$ cat config.mk
export PLATFORM = sky130hd
export DESIGN_NAME = multi_cycle_ctrl_flat
export DESIGN_NICKNAME = d
export VERILOG_FILES = /design/src/rtl/multi_cycle_ctrl_pkg.sv /design/src/rtl/multi_cycle_ctrl_if.sv /design/src/rtl/ctrl_decode.sv /design/src/rtl/multi_cycle_ctrl.sv /design/src/flat_wrapper.sv
export SDC_FILE = /design/constraint.sdc
export NUM_CORES = 1
export LEC_CHECK = 0
export ABC_AREA = 1
export ABC_CLOCK_PERIOD_IN_PS = 2000
export CORE_MARGIN = 4
export CORE_UTILIZATION = 30
export CTS_BUF_LIST = sky130_fd_sc_hd__clkbuf_4 sky130_fd_sc_hd__clkbuf_8
export DETAILED_ROUTE_END_ITERATION = 8
export PLACE_DENSITY = 0.63
export SLEW_MARGIN = 20
export SYNTH_ARGS = -nofsm -noshare
export SYNTH_HDL_FRONTEND = slang
export SYNTH_HIERARCHICAL = 1
export SYNTH_SLANG_ARGS = --single-unit
$ cat constraint.sdc
create_clock -name CLK -period 2 [get_ports CLK]
set_input_delay 0.4 -clock CLK [delete_from_list [all_inputs] [get_ports CLK]]
set_output_delay 0.4 -clock CLK [all_outputs]
set_load 0.005 [all_outputs]
$ cat src/rtl/multi_cycle_ctrl_pkg.sv
// Shared definitions for the multi-cycle controller: opcodes, states, datapath select codes.
// Build macro CTRL_JAL_EN enables jal decoding; without it jal falls through as a NOP.
package multi_cycle_ctrl_pkg;

  localparam logic [5:0] OpAdd   = 6'b000000;
  localparam logic [5:0] OpSub   = 6'b000001;
  localparam logic [5:0] OpAddiu = 6'b000010;
  localparam logic [5:0] OpAnd   = 6'b010000;
  localparam logic [5:0] OpAndi  = 6'b010001;
  localparam logic [5:0] OpOri   = 6'b010010;
  localparam logic [5:0] OpSlt   = 6'b100110;
  localparam logic [5:0] OpSlti  = 6'b100111;
  localparam logic [5:0] OpSw    = 6'b110000;
  localparam logic [5:0] OpLw    = 6'b110001;
  localparam logic [5:0] OpBeq   = 6'b110100;
  localparam logic [5:0] OpBne   = 6'b110101;
  localparam logic [5:0] OpBltz  = 6'b110110;
  localparam logic [5:0] OpJ     = 6'b111000;
  localparam logic [5:0] OpJr    = 6'b111001;
  localparam logic [5:0] OpJal   = 6'b111010;
  localparam logic [5:0] OpHalt  = 6'b111111;

  typedef enum logic [3:0] {
    StIf    = 4'd0,
    StId    = 4'd1,
    StExeAl = 4'd2,
    StWbAl  = 4'd3,
    StExeBr = 4'd4,
    StExeLs = 4'd5,
    StMem   = 4'd6,
    StWbLd  = 4'd7,
    StHalt  = 4'd8
  } state_e;

  localparam logic [2:0] AluAdd = 3'b000;
  localparam logic [2:0] AluSub = 3'b001;
  localparam logic [2:0] AluAnd = 3'b010;
  localparam logic [2:0] AluOr  = 3'b011;
  localparam logic [2:0] AluSlt = 3'b100;

  localparam logic [1:0] PcSrcInc    = 2'b00;
  localparam logic [1:0] PcSrcBranch = 2'b01;
  localparam logic [1:0] PcSrcReg    = 2'b10;
  localparam logic [1:0] PcSrcJump   = 2'b11;

  localparam logic [1:0] RegDstRa = 2'b00;
  localparam logic [1:0] RegDstRt = 2'b01;
  localparam logic [1:0] RegDstRd = 2'b10;

  typedef enum logic [2:0] {
    OcNop, OcJump, OcAlu, OcBranch, OcMem, OcHalt
  } op_class_e;

  function automatic op_class_e op_class(input logic [5:0] op);
    op_class_e c;
    case (op)
      OpJ, OpJr: c = OcJump;
`ifdef CTRL_JAL_EN
      OpJal: c = OcJump;
`endif
      OpAdd, OpSub, OpAddiu, OpAnd, OpAndi, OpOri, OpSlt, OpSlti: c = OcAlu;
      OpBeq, OpBne, OpBltz: c = OcBranch;
      OpSw, OpLw: c = OcMem;
      OpHalt: c = OcHalt;
      default: c = OcNop;
    endcase
    return c;
  endfunction

  function automatic logic is_rtype(input logic [5:0] op);
    return (op == OpAdd) || (op == OpSub) || (op == OpAnd) || (op == OpSlt);
  endfunction

endpackage

$ cat src/rtl/multi_cycle_ctrl_if.sv
// Opcode/flag inputs and control outputs exchanged between datapath and controller.
interface multi_cycle_ctrl_if;
  logic [5:0]  op;
  logic        zero;
  logic        sign;
  logic        PCWre;
  logic        IRWre;
  logic        RegWre;
  logic        mRD;
  logic        mWR;
  logic        ALUSrcA;
  logic        ALUSrcB;
  logic        ExtSel;
  logic        DBDataSrc;
  logic        WrRegDSrc;
  logic [1:0]  RegDst;
  logic [1:0]  PCSrc;
  logic [2:0]  ALUOp;
  logic [3:0]  state;
  logic [31:0] inst_count;

  // Datapath side.
  modport master (
    output op, zero, sign,
    input  PCWre, IRWre, RegWre, mRD, mWR, ALUSrcA, ALUSrcB, ExtSel, DBDataSrc, WrRegDSrc,
    input  RegDst, PCSrc, ALUOp, state, inst_count
  );

  // Controller side.
  modport slave (
    input  op, zero, sign,
    output PCWre, IRWre, RegWre, mRD, mWR, ALUSrcA, ALUSrcB, ExtSel, DBDataSrc, WrRegDSrc,
    output RegDst, PCSrc, ALUOp, state, inst_count
  );
endinterface

$ cat src/rtl/ctrl_decode.sv
// Combinational control decode from current state, opcode and ALU flags.
module ctrl_decode
  import multi_cycle_ctrl_pkg::*;
(
  input  state_e     i_state,
  input  logic [5:0] i_op,
  input  logic       i_zero,
  input  logic       i_sign,
  input  logic       i_reset,
  output logic       o_pc_wre,
  output logic       o_ir_wre,
  output logic       o_reg_wre,
  output logic       o_m_rd,
  output logic       o_m_wr,
  output logic       o_alu_src_a,
  output logic       o_alu_src_b,
  output logic       o_ext_sel,
  output logic       o_db_data_src,
  output logic       o_wr_reg_d_src,
  output logic [1:0] o_reg_dst,
  output logic [1:0] o_pc_src,
  output logic [2:0] o_alu_op
);

  op_class_e w_class;
  logic      w_taken;

  assign w_class = op_class(i_op);
  assign w_taken = ((i_op == OpBeq) && i_zero) || ((i_op == OpBne) && !i_zero) ||
                   ((i_op == OpBltz) && i_sign);

  always_comb begin
    o_pc_wre       = 1'b0;
    o_ir_wre       = 1'b0;
    o_reg_wre      = 1'b0;
    o_m_rd         = 1'b0;
    o_m_wr         = 1'b0;
    o_alu_src_a    = 1'b0;
    o_alu_src_b    = 1'b0;
    o_ext_sel      = 1'b1;
    o_db_data_src  = 1'b0;
    o_wr_reg_d_src = 1'b1;
    o_reg_dst      = RegDstRt;
    o_pc_src       = PcSrcInc;
    o_alu_op       = AluAdd;

    // The opcode is not yet valid in IF, so op-derived selects stay at defaults there.
    if (i_state != StIf) begin
      o_alu_src_b = (i_op == OpAddiu) || (i_op == OpAndi) || (i_op == OpOri) ||
                    (i_op == OpSlti) || (i_op == OpLw) || (i_op == OpSw);
      o_ext_sel   = !((i_op == OpAndi) || (i_op == OpOri));
      o_reg_dst   = is_rtype(i_op) ? RegDstRd : RegDstRt;
      case (i_op)
        OpSub, OpBeq, OpBne, OpBltz: o_alu_op = AluSub;
        OpAnd, OpAndi:               o_alu_op = AluAnd;
        OpOri:                       o_alu_op = AluOr;
        OpSlt, OpSlti:               o_alu_op = AluSlt;
        default:                     o_alu_op = AluAdd;
      endcase
    end

    unique case (i_state)
      StIf: o_ir_wre = 1'b1;
      StId: begin
        if (w_class == OcNop) begin
          o_pc_wre = 1'b1;
        end else if (w_class == OcJump) begin
          o_pc_wre = 1'b1;
          o_pc_src = (i_op == OpJr) ? PcSrcReg : PcSrcJump;
          // Only reachable for jal when the jump class includes it.
          if (i_op == OpJal) begin
            o_reg_wre      = 1'b1;
            o_reg_dst      = RegDstRa;
            o_wr_reg_d_src = 1'b0;
          end
        end
      end
      StWbAl: begin
        o_reg_wre = 1'b1;
        o_pc_wre  = 1'b1;
      end
      StExeBr: begin
        o_pc_wre = 1'b1;
        o_pc_src = w_taken ? PcSrcBranch : PcSrcInc;
      end
      StMem: begin
        o_m_rd   = (i_op == OpLw);
        o_m_wr   = (i_op == OpSw);
        o_pc_wre = (i_op != OpLw);
      end
      StWbLd: begin
        o_reg_wre     = 1'b1;
        o_db_data_src = 1'b1;
        o_reg_dst     = RegDstRt;
        o_pc_wre      = 1'b1;
      end
      default: ;
    endcase

    if (i_reset) begin
      o_pc_wre  = 1'b0;
      o_ir_wre  = 1'b0;
      o_reg_wre = 1'b0;
      o_m_rd    = 1'b0;
      o_m_wr    = 1'b0;
    end
  end

endmodule

$ cat src/rtl/multi_cycle_ctrl.sv
// Multi-cycle CPU controller: state register and retired-instruction counter around ctrl_decode.
// jal support is selected at build time with CTRL_JAL_EN.
module multi_cycle_ctrl
  import multi_cycle_ctrl_pkg::*;
(
  input logic          CLK,
  input logic          Reset,
  multi_cycle_ctrl_if.slave bus
);

  state_e      r_state;
  logic [31:0] r_inst_count;
  logic        w_pc_wre;

  ctrl_decode u_decode (
    .i_state        (r_state),
    .i_op           (bus.op),
    .i_zero         (bus.zero),
    .i_sign         (bus.sign),
    .i_reset        (Reset),
    .o_pc_wre       (w_pc_wre),
    .o_ir_wre       (bus.IRWre),
    .o_reg_wre      (bus.RegWre),
    .o_m_rd         (bus.mRD),
    .o_m_wr         (bus.mWR),
    .o_alu_src_a    (bus.ALUSrcA),
    .o_alu_src_b    (bus.ALUSrcB),
    .o_ext_sel      (bus.ExtSel),
    .o_db_data_src  (bus.DBDataSrc),
    .o_wr_reg_d_src (bus.WrRegDSrc),
    .o_reg_dst      (bus.RegDst),
    .o_pc_src       (bus.PCSrc),
    .o_alu_op       (bus.ALUOp)
  );

  always_ff @(posedge CLK) begin
    if (Reset) begin
      r_state      <= StIf;
      r_inst_count <= 32'd0;
    end else begin
      // PCWre marks the final cycle of an instruction, so it doubles as the retire strobe.
      if (w_pc_wre) begin
        r_inst_count <= r_inst_count + 32'd1;
      end
      case (r_state)
        StIf: r_state <= StId;
        StId: begin
          case (op_class(bus.op))
            OcAlu:    r_state <= StExeAl;
            OcBranch: r_state <= StExeBr;
            OcMem:    r_state <= StExeLs;
            OcHalt:   r_state <= StHalt;
            default:  r_state <= StIf;
          endcase
        end
        StExeAl: r_state <= StWbAl;
        StWbAl:  r_state <= StIf;
        StExeBr: r_state <= StIf;
        StExeLs: r_state <= StMem;
        StMem:   r_state <= (bus.op == OpLw) ? StWbLd : StIf;
        StWbLd:  r_state <= StIf;
        StHalt:  r_state <= StHalt;
        default: r_state <= StIf;
      endcase
    end
  end

  assign bus.PCWre      = w_pc_wre;
  assign bus.state      = r_state;
  assign bus.inst_count = r_inst_count;

endmodule

$ cat src/flat_wrapper.sv
// flat-port wrapper written by rule: the top's interface ports become plain ports
module multi_cycle_ctrl_flat import multi_cycle_ctrl_pkg::*;
  (CLK, Reset, bus_op, bus_zero, bus_sign, bus_PCWre, bus_IRWre, bus_RegWre, bus_mRD, bus_mWR, bus_ALUSrcA, bus_ALUSrcB, bus_ExtSel, bus_DBDataSrc, bus_WrRegDSrc, bus_RegDst, bus_PCSrc, bus_ALUOp, bus_state, bus_inst_count);
  multi_cycle_ctrl_if bus_i ();
  input logic CLK;
  input logic Reset;
  input wire logic [$bits(bus_i.op)-1:0] bus_op;
  input wire logic [$bits(bus_i.zero)-1:0] bus_zero;
  input wire logic [$bits(bus_i.sign)-1:0] bus_sign;
  output wire logic [$bits(bus_i.PCWre)-1:0] bus_PCWre;
  output wire logic [$bits(bus_i.IRWre)-1:0] bus_IRWre;
  output wire logic [$bits(bus_i.RegWre)-1:0] bus_RegWre;
  output wire logic [$bits(bus_i.mRD)-1:0] bus_mRD;
  output wire logic [$bits(bus_i.mWR)-1:0] bus_mWR;
  output wire logic [$bits(bus_i.ALUSrcA)-1:0] bus_ALUSrcA;
  output wire logic [$bits(bus_i.ALUSrcB)-1:0] bus_ALUSrcB;
  output wire logic [$bits(bus_i.ExtSel)-1:0] bus_ExtSel;
  output wire logic [$bits(bus_i.DBDataSrc)-1:0] bus_DBDataSrc;
  output wire logic [$bits(bus_i.WrRegDSrc)-1:0] bus_WrRegDSrc;
  output wire logic [$bits(bus_i.RegDst)-1:0] bus_RegDst;
  output wire logic [$bits(bus_i.PCSrc)-1:0] bus_PCSrc;
  output wire logic [$bits(bus_i.ALUOp)-1:0] bus_ALUOp;
  output wire logic [$bits(bus_i.state)-1:0] bus_state;
  output wire logic [$bits(bus_i.inst_count)-1:0] bus_inst_count;
  assign bus_i.op = bus_op;
  assign bus_i.zero = bus_zero;
  assign bus_i.sign = bus_sign;
  assign bus_PCWre = bus_i.PCWre;
  assign bus_IRWre = bus_i.IRWre;
  assign bus_RegWre = bus_i.RegWre;
  assign bus_mRD = bus_i.mRD;
  assign bus_mWR = bus_i.mWR;
  assign bus_ALUSrcA = bus_i.ALUSrcA;
  assign bus_ALUSrcB = bus_i.ALUSrcB;
  assign bus_ExtSel = bus_i.ExtSel;
  assign bus_DBDataSrc = bus_i.DBDataSrc;
  assign bus_WrRegDSrc = bus_i.WrRegDSrc;
  assign bus_RegDst = bus_i.RegDst;
  assign bus_PCSrc = bus_i.PCSrc;
  assign bus_ALUOp = bus_i.ALUOp;
  assign bus_state = bus_i.state;
  assign bus_inst_count = bus_i.inst_count;
  multi_cycle_ctrl u_core (.CLK(CLK), .Reset(Reset), .bus(bus_i));
endmodule
### Word level (Yosys, flattened, before mapping)

Memories as Yosys holds them, arrays and structs flattened.
Cells that the tools add are included.

| cells by class | value |
|---|---|
| reductions and logical operators | 25 |
| div/mod/pow operators | 0 |
| mux-type cells | 40 |
| bitwise gates (word level) | 0 |
| equal/unequal tests | 28 |
| $lt $le $gt $ge | 0 |
| shift operators | 0 |
| $add $sub $neg | 1 |
| multipliers | 0 |

Operators with widths:

| cell | count |
|---|---|
| 6-bit == test (second input constant) | 9 |
| 32-bit by 1-bit adder with 32-bit output (second input constant) | 1 |
| 4-bit case mux with 6 select lines | 1 |
| 1-bit two-way mux | 22 |
| 6-bit by 5-bit == test with 1-bit output (second input constant) | 3 |
| 4-bit by 3-bit == test with 1-bit output (second input constant) | 4 |
| 4-bit case mux with 4 select lines | 1 |
| 2-bit two-way mux | 7 |
| 3-bit two-way mux | 4 |
| 3-bit case mux with 4 select lines | 1 |
| 1-bit logical OR | 11 |
| 4-bit by 2-bit == test with 1-bit output (second input constant) | 2 |
| 2-bit case mux with 2 select lines | 2 |
| 3-bit by 2-bit == test with 1-bit output (second input constant) | 2 |
| 3-bit == test (second input constant) | 2 |
| 6-bit by 1-bit == test with 1-bit output (second input constant) | 1 |
| 6-bit by 2-bit == test with 1-bit output (second input constant) | 1 |
| 6-bit zero test | 1 |
| 6-bit inequality test (second input constant) | 1 |
| 2-bit OR reduction | 3 |
| 4-bit by 1-bit == test with 1-bit output (second input constant) | 1 |
| 4-bit == test (second input constant) | 1 |
| 4-bit zero test | 1 |
| 4-bit nonzero test | 1 |
| 8 further kinds | 11 |

| storage, ports and cells | value |
|---|---|
| logic and storage cells | 98 |
| bits of input ports | 10 |
| memory bits (writable) | 0 |
| latch bits | 0 |
| memories kept | 2 |
| output and inout bits | 53 |
| memory bits (read-only) | 384 |
| register bits | 36 |

Memory list:

| memory | depth | bits a word | rd ports | clocked after Yosys merged registers in | wr ports | RTL line | text |
|---|---|---|---|---|---|---|---|
| (no name shown) | 64 | 3 | 1 | 0 | 0 | multi_cycle_ctrl_pkg.sv:56 | `case (op)` |
| (no name shown) | 64 | 3 | 1 | 0 | 0 | multi_cycle_ctrl_pkg.sv:56 |  |

### Depth between registers and ports, before layout

| depth | value |
|---|---|
| depth after elaboration | 10 |
| mapped depth | 15 |
| depth with buffers taken out | 14 |

### By module

The synthesis kept the hierarchy.

Modules (own cells, without submodules):

| module | area an instance (µm²) | instances | seq. area each (µm²) | cells each |
|---|---|---|---|---|
| multi_cycle_ctrl | 2099.5 | 1 | 720.7 | 324 |
| ctrl_decode | 501.7 | 1 | 0.0 | 92 |

### Least setup slack after synthesis

No wires, ideal clock.

| timing path | value |
|---|---|
| path type | input-to-reg |
| start | in bus_op[1] |
| end | reg u_core.r_inst_count[7] (netlist: u_core/bus.inst_count[7]) |
| setup slack | 0.016 ns |
| stages on the path | 12 |
| arrival time | 1.865 ns |
| required time | 1.881 ns |
| buffers on the path | 2 |
| library setup time | 0.119 ns |
| cells stage by stage | buf_6 > nand3_1 > nand2_1 > nand3_1 > nand4_1 > a21oi_1 > buf_4 > nand2_4 > nor3b_1 > nand3_1 > o21ai_0 > a21oi_1 |

| on the way | value |
|---|---|
| word-level cells in the longest chain between the ends | 6 |
| elaborated cells between the ends (all ways) | 8 |
| those cells by class | eq/ne: 2; mux: 4; reduce/logical: 1; memory: 1 |

RTL lines:

| element | RTL line | text |
|---|---|---|
| from (decl) | flat_wrapper.sv:7 | `input wire logic [$bits(bus_i.op)-1:0] bus_op;` |
| memory 64 x 3 bit | n/a |  |
| 3-bit by 1-bit == test with 1-bit output | ctrl_decode.sv:67 | `end else if (w_class == OcJump) begin` |
| 1-bit two-way mux | ctrl_decode.sv:67 |  |
| 1-bit two-way mux | ctrl_decode.sv:65 | `if (w_class == OcNop) begin` |
| 1-bit case mux with 3 select lines (*) | ctrl_decode.sv:62 | `unique case (i_state)` |
| 1-bit two-way mux (*) | ctrl_decode.sv:100 | `if (i_reset) begin` |
| named net bus_PCWre | flat_wrapper.sv:10 | `output wire logic [$bits(bus_i.PCWre)-1:0] bus_PCWre;` |
| to (signal assigned) | multi_cycle_ctrl.sv:43 | `r_inst_count <= r_inst_count + 32'd1;` |
| to (decl) | multi_cycle_ctrl.sv:12 | `logic [31:0] r_inst_count;` |

Mark *: on every way through the listed nets, which the timed path passes. The rest lies on a longest branch.
A chain may end at the register's enable or synchronous reset.

### Worst setup path in the final report

| timing path | value |
|---|---|
| start | reg u_core.r_state[2] (netlist: u_core/bus.state[2]) |
| end | out bus_RegDst[0] |

| on the way | value |
|---|---|
| word-level cells in the longest chain between the ends | 6 |
| elaborated cells between the ends (all ways) | 8 |
| those cells by class | eq/ne: 2; mux: 5; reduce/logical: 1 |

RTL lines:

| element | RTL line | text |
|---|---|---|
| from (decl) | multi_cycle_ctrl.sv:11 | `state_e r_state;` |
| from (signal assigned) | multi_cycle_ctrl.sv:38 | `r_state <= StIf;` |
| from (signal assigned) | multi_cycle_ctrl.sv:46 | `StIf: r_state <= StId;` |
| from (signal assigned) | multi_cycle_ctrl.sv:49 | `OcAlu: r_state <= StExeAl;` |
| 4-bit nonzero test | ctrl_decode.sv:48 | `if (i_state != StIf) begin` |
| 2-bit two-way mux | ctrl_decode.sv:48 |  |
| 2-bit two-way mux | ctrl_decode.sv:71 | `if (i_op == OpJal) begin` |
| 2-bit two-way mux | ctrl_decode.sv:67 |  |
| 2-bit two-way mux | ctrl_decode.sv:65 |  |
| 2-bit case mux with 2 select lines (*) | ctrl_decode.sv:62 |  |
| to (decl) | flat_wrapper.sv:20 | `output wire logic [$bits(bus_i.RegDst)-1:0] bus_RegDst;` |

Every way passes the cells marked *; elsewhere a longest branch is shown, timed or not.

==> metrics <==
status finished, violations left; failing checks negative setup slack; Final Skew 0.00869 ns; Comb power frac 19.5%; WHS Endpoint u_core/bus.inst_count[8]$_SDFFE_PP0P_; R2R Path Start u_core/bus.state[3]$_SDFF_PP0_; Reg clk slew, reported paths 0.08 ns; clock sink total 36; commonest non-fill, non-tap cell in the layout nand2_1; initial antenna violation count 0; Net Sw Frac 28.0%; min-delay src u_core/bus.inst_count[8]$_SDFFE_PP0P_; synthesis-to-finish area growth 57.4%; Synth Instances 416; Hold Buf Count CTS 0; FF-to-FF setup slack 0 ns; PnR Total Power 0.00160 W; crit path kind reg2out; achievable frequency 494 MHz; Die H 101 um; Max clock buf depth 2; GRT Util Overall 15.0%; first-pass GRT wire length 12,700 um; Via Count 3,053; grt met1 use 20.3%; Mapped Nets 427; Die ar. 10,200 um^2; # nets final 553; Synth Cell Area 2600 um^2; fraction of layout cells with a size suffix above 1 33.3%; Fin Setup TNS -0.0263 ns; met2 Track Usage GR 25.3%; crit path time final 2.03 ns; post-DR vias/cell 4.71; DRC violations left 0; Antenna Cells 0; number of max-cap violations 0; Iter 0 DRT Violations 74; fin crit share 101%; critical path arrival 1.63 ns; H-tree Lvls 2; WL/cell 12.5 um; Final Max Tran Viols 0; TritonCTS Buffers 5; post-synth cell types 36; Top Usage Layer GRT met2; largest net degree at the start of global routing 18; Seq/Total Area, Yosys 27.7%; Switch Pwr 0.000448 W; CTS tree yes; leading cell types in the layout, fill and taps excluded 85 x nand2_1, 59 x buf_4, 54 x nor2_1; total grt overflow 0; area of the core 8340 um^2; IO Pins 63; routability cong. 0.907; GR Layer Usage met3 2.77%; vias in the first global route 2,795; num rows 33; Final Util 49.1%; CP Max Fanout 5; Hold Crit Class reg2reg; final setup vio count 1; Worst-Skew Late Latency 0.29 ns; peak supply drop 0.000266 V; FF-to-FF path depth 13; Post-DP HPWL 5980 um; clock network power share 34.8%; Initial Utilization 31.2%; port buffer count 60; Lkg Pwr 1.68 nW; Hold Path Depth 2; CP Launch Type flop; pwr/cell area 390 nW/um^2; unrepaired setup endpoints after global routing true; Critical Path RT 1.60 ns; part of the power in registers 45.7%; CP Capture Type primary output; final hold violation count 0; Post-Place Worst Slack -0.710 ns; clock root cell clkbuf_8; Pint 0.00115 W; Worst R2R End u_core/bus.inst_count[16]$_SDFFE_PP0P_; Syn. warnings 6; syn avg cell area 6.25 um^2; Setup WS post-layout -0.0263 ns; Yosys reg bits 36; Final ANT Viol Nets 0; die width 101 um; drt first pass iters 5; DRT Wirelength 8100 um
flip-flops by register name (all words and copies together) (netlist names):
signal / cells
u_core/bus.inst_count: 32
u_core/bus.state: 4
cell type report:
cell class	count	area [um^2]
tap	105	131
clock buffer	6	82.6
clock inverter	2	15.0
inverter	59	229
sequential	36	731
fill	813	4250
multi-input combinational	313	1820
timing repair buffer	127	1090
metal layers:
layer | routed length [um] | part of all wire, % | vias to the layer above
met2 | 3930 | 49 | 67
li1 | - | - | 1584
met1 | 3750 | 46 | 1398
met4 | 39 | 0.48 | 0
met3 | 380 | 4.7 | 4
met5 | 0 | 0 | -
metrics by stage:
| step | cell area (um^2) | cells | hold WS, ns |
|---|---|---|---|
| after floorplan | 2600 | 416 | 0.462 |
| after global placement | 3670 | 625 | 0.462 |
| after detailed placement | 3670 | 625 | 0.467 |
| after CTS | 3930 | 642 | 0.482 |
| after global routing | 4100 | 648 | 0.506 |
| final | 4100 | 648 | 0.476 |
what timing repair did:
action                     in CTS  in global routing
gates resized for setup        65                 61
pin swaps                      14                 20
buffers inserted                9                  6
setup endpoints to repair      43                 38
worst max-delay path, cell delays in order, from the launching register on:
cell and delay [ns]:
dfxtp_4 0.37, buf_4 0.14, inv_1 0.08, nand4_1 0.13, buf_4 0.17, buf_4 0.12, nand2_2 0.08, nor2_4 0.04
inv_2 0.04, clkdlybuf4s15_1 0.19
cell families (layout without fill, tap and decap cells):
kind of cell	after synthesis	in the layout	share of synthesized area, %
flops	36	36	27.7
simple gates	264	264	50.5
buf+inv	67	194	10.5
xor+xnor	6	6	2.02
compound gates	40	40	8.56
other cells	2	2	0.289
fa+ha+maj	1	1	0.481
power groups by stage:
stage	combinational, W	sequential [W]	clock, W
global placement	0.000260	0.000747	0
finish	0.000311	0.000731	0.000557
CTS	0.000291	0.000731	0.000575
global route	0.000340	0.000732	0.000604
detailed placement	0.000263	0.000748	0
floorplan	0.000123	0.000749	0
synthesized netlist by cell type:
master	number	area share, %
nand2_1	94	14
nor2_1	66	9.5
inv_1	50	7.2
dfxtp_1	36	28
nand3_1	33	6.3
a21oi_1	20	3.8
nand4_1	15	3.6
nor2_2	13	3.1
o21ai_0	10	1.9
inv_2	8	1.2
nand2_2	8	1.9
nand3_2	8	3.1
nor2_4	8	3.5
nor3_1	8	1.5
clkbuf_1	4	0.58
buf_4	3	0.87
nand3b_1	3	0.87
nor3b_1	3	0.87
xnor2_1	3	1.0
xor2_1	3	1.0
a31oi_1	2	0.48
conb_1	2	0.29
nand2_4	2	0.87
o211ai_1	2	0.58
a211oi_1	1	0.29
a21boi_0	1	0.29
a41oi_1	1	0.34
and2_1	1	0.24
buf_6	1	0.43
ha_1	1	0.48
inv_4	1	0.24
nand3_4	1	0.67
nor2_8	1	0.77
o2111ai_1	1	0.34
o21a_1	1	0.29
o21ai_1	1	0.19
worst max-delay path by stage:
stage | start | to | slack, ns
after global placement | bus_op[0] | u_core/bus.inst_count[8]$_SDFFE_PP0P_ | -0.67
final | u_core/bus.state[2]$_SDFF_PP0_ | bus_RegDst[0] | -0.03
after floorplan | bus_op[1] | u_core/bus.inst_count[7]$_SDFFE_PP0P_ | 0.02
after global routing | bus_op[2] | u_core/bus.inst_count[16]$_SDFFE_PP0P_ | -0.15
after detailed placement | bus_op[3] | u_core/bus.inst_count[8]$_SDFFE_PP0P_ | -0.71
after CTS | bus_op[2] | u_core/bus.inst_count[19]$_SDFFE_PP0P_ | -0.004
No activity file was read; power rests on OpenSTA's default activity.
==> edit (config.mk and constraints unchanged) <==
Reset style: asynchronous (`Reset`), changed in one clocked block.
--- a/src/rtl/multi_cycle_ctrl.sv
+++ b/src/rtl/multi_cycle_ctrl.sv
@@ -33,7 +33,7 @@
     .o_alu_op       (bus.ALUOp)
   );
 
-  always_ff @(posedge CLK) begin
+  always_ff @(posedge CLK or posedge Reset) begin
     if (Reset) begin
       r_state      <= StIf;
       r_inst_count <= 32'd0;
Formal check against the unedited RTL: differs if Reset is asserted again (counterexample within 4 cycles, from zero or initial values and one cycle with Reset high); with Reset held inactive, the same outputs for 10 cycles.
==> edit against the original RTL <==
  * The run still ends with setup timing left
  * Die area decreased by 2.2%
  * Worst setup slack got worse by 0.0018 ns
  * Cell area decreased by 4.1%
  * Routed wire length decreased by 10%
  * Fmax about the same
  * Via count decreased by 9.8%
  * Sequential cell count unchanged
  * Synthesized area decreased by 2.4%
Power is not compared: it rests on default switching activity, and its combinational part moved more than twofold at a synthesized area within 25%.
==> edit: results (changes against the original RTL) <==
| Metric | Value |
|---|---|
| Crit path setup slack, layout | `-0.0281 ns (was -0.0263 ns)` |
| Crit path max fanout | `4 (was 5)` |
| FFs w/ async S/R, synth | `100% (was 0%)` |
| Hold_ws | `0.510 ns (was 0.476 ns)` |
| Non-CTS inverters | `61 (was 59)` |
| Setup_tns | `-0.0741 ns (was -0.0263 ns)` |
| Min-delay src | `u_core/bus.inst_count[10] (was u_core/bus.inst_count[8])` |
| Crit-path slowest cell | `dfrtp_1 (was dfxtp_4)` |
| Main flop type after synthesis | `dfrtp_1 (was dfxtp_1)` |
| Cell variety after synth | `30 (was 36)` |
| First-pass iteration count of the detailed router | `4 (was 5)` |
| Grt met2 use | `25.4% (was 25.3%)` |
| Vias in the first global route | `2,806 (was 2,795)` |
| Non-clk bufs | `120 (was 127)` |
| First-pass GRT wire length | `12,400 um (was 12,700 um)` |
| Clock buf/inv share | `2.48% (was 2.38%)` |
| Met3 Routed Length | `333 um (was 380 um)` |
| Failing checks | `setup timing (unchanged)` |
| Fillers | `821 (was 813)` |
| Register area | `902 sq um (was 731 sq um)` |
| Final setup viols | `5 (was 1)` |
| Reg2reg path depth | `12 (was 13)` |
| Worst r2r dst | `u_core/bus.inst_count[23] (was u_core/bus.inst_count[16])` |
| Status | `complete, but fails checks (unchanged)` |
| Total Routed Length | `7260 um (was 8100 um)` |
| Clkbuf count | `7 (was 6)` |
| WL met1 | `3140 um (was 3750 um)` |
| Non-clk buf share | `26.3% (was 26.6%)` |
| Routed wl met2 | `3590 um (was 3930 um)` |
| Crit path largest cell delay | `0.40 ns (was 0.37 ns)` |
| Vias per Instance | `4.65 (was 4.71)` |
| Seq Cell Count | `36 (unchanged)` |
| Critical path origin | `u_core/bus.state[2] (unchanged)` |
| Post-DP HPWL | `5470 um (was 5980 um)` |
| Post-synthesis sequential area ratio | `35.5% (was 27.7%)` |
| Count of multi-input gates | `262 (was 313)` |
| Met1 Use GR | `18.1% (was 20.3%)` |
| Crit path capture | `bus_ALUOp[0] (was bus_RegDst[0])` |
| Final nets | `497 (was 553)` |
| Iter 0 DRT Violations | `165 (was 74)` |
| Worst hold endpoint | `u_core/bus.inst_count[10] (was u_core/bus.inst_count[8])` |
## edit: cells by family (layout without fill, tap and decap cells)
kind of cell / Yosys count / in the layout / share of synthesized area [%]
and+or+nand+nor: 222 / 222 / 42.9
buffers and inverters: 64 / 189 / 10.1
DFF: 36 / 36 / 35.5
xor gates and xnor gates: 20 / 20 / 6.90
AOI/OAI and AO/OA: 17 / 17 / 3.84
other: 2 / 2 / 0.296
adders and majority gates: 1 / 1 / 0.493
## edit: through the flow
stage                     setup slack, ns  cell area [sq um]  utilization [%]  cells
final                             -0.0281               3930             47.8    592
after global routing               -0.193               3930             47.8    592
after CTS                          -0.132               3850             46.9    591
after detailed placement           -0.684               3590             43.7    569
after global placement             -0.656               3590             43.7    569
after floorplan                    0.0392               2540                -    362
## edit: timing repair
action	4_1_cts	5_1_grt
gates resized for setup	78	33
pin swaps	19	18
endpoints found under the setup margin	42	39
setup buffers	14	2
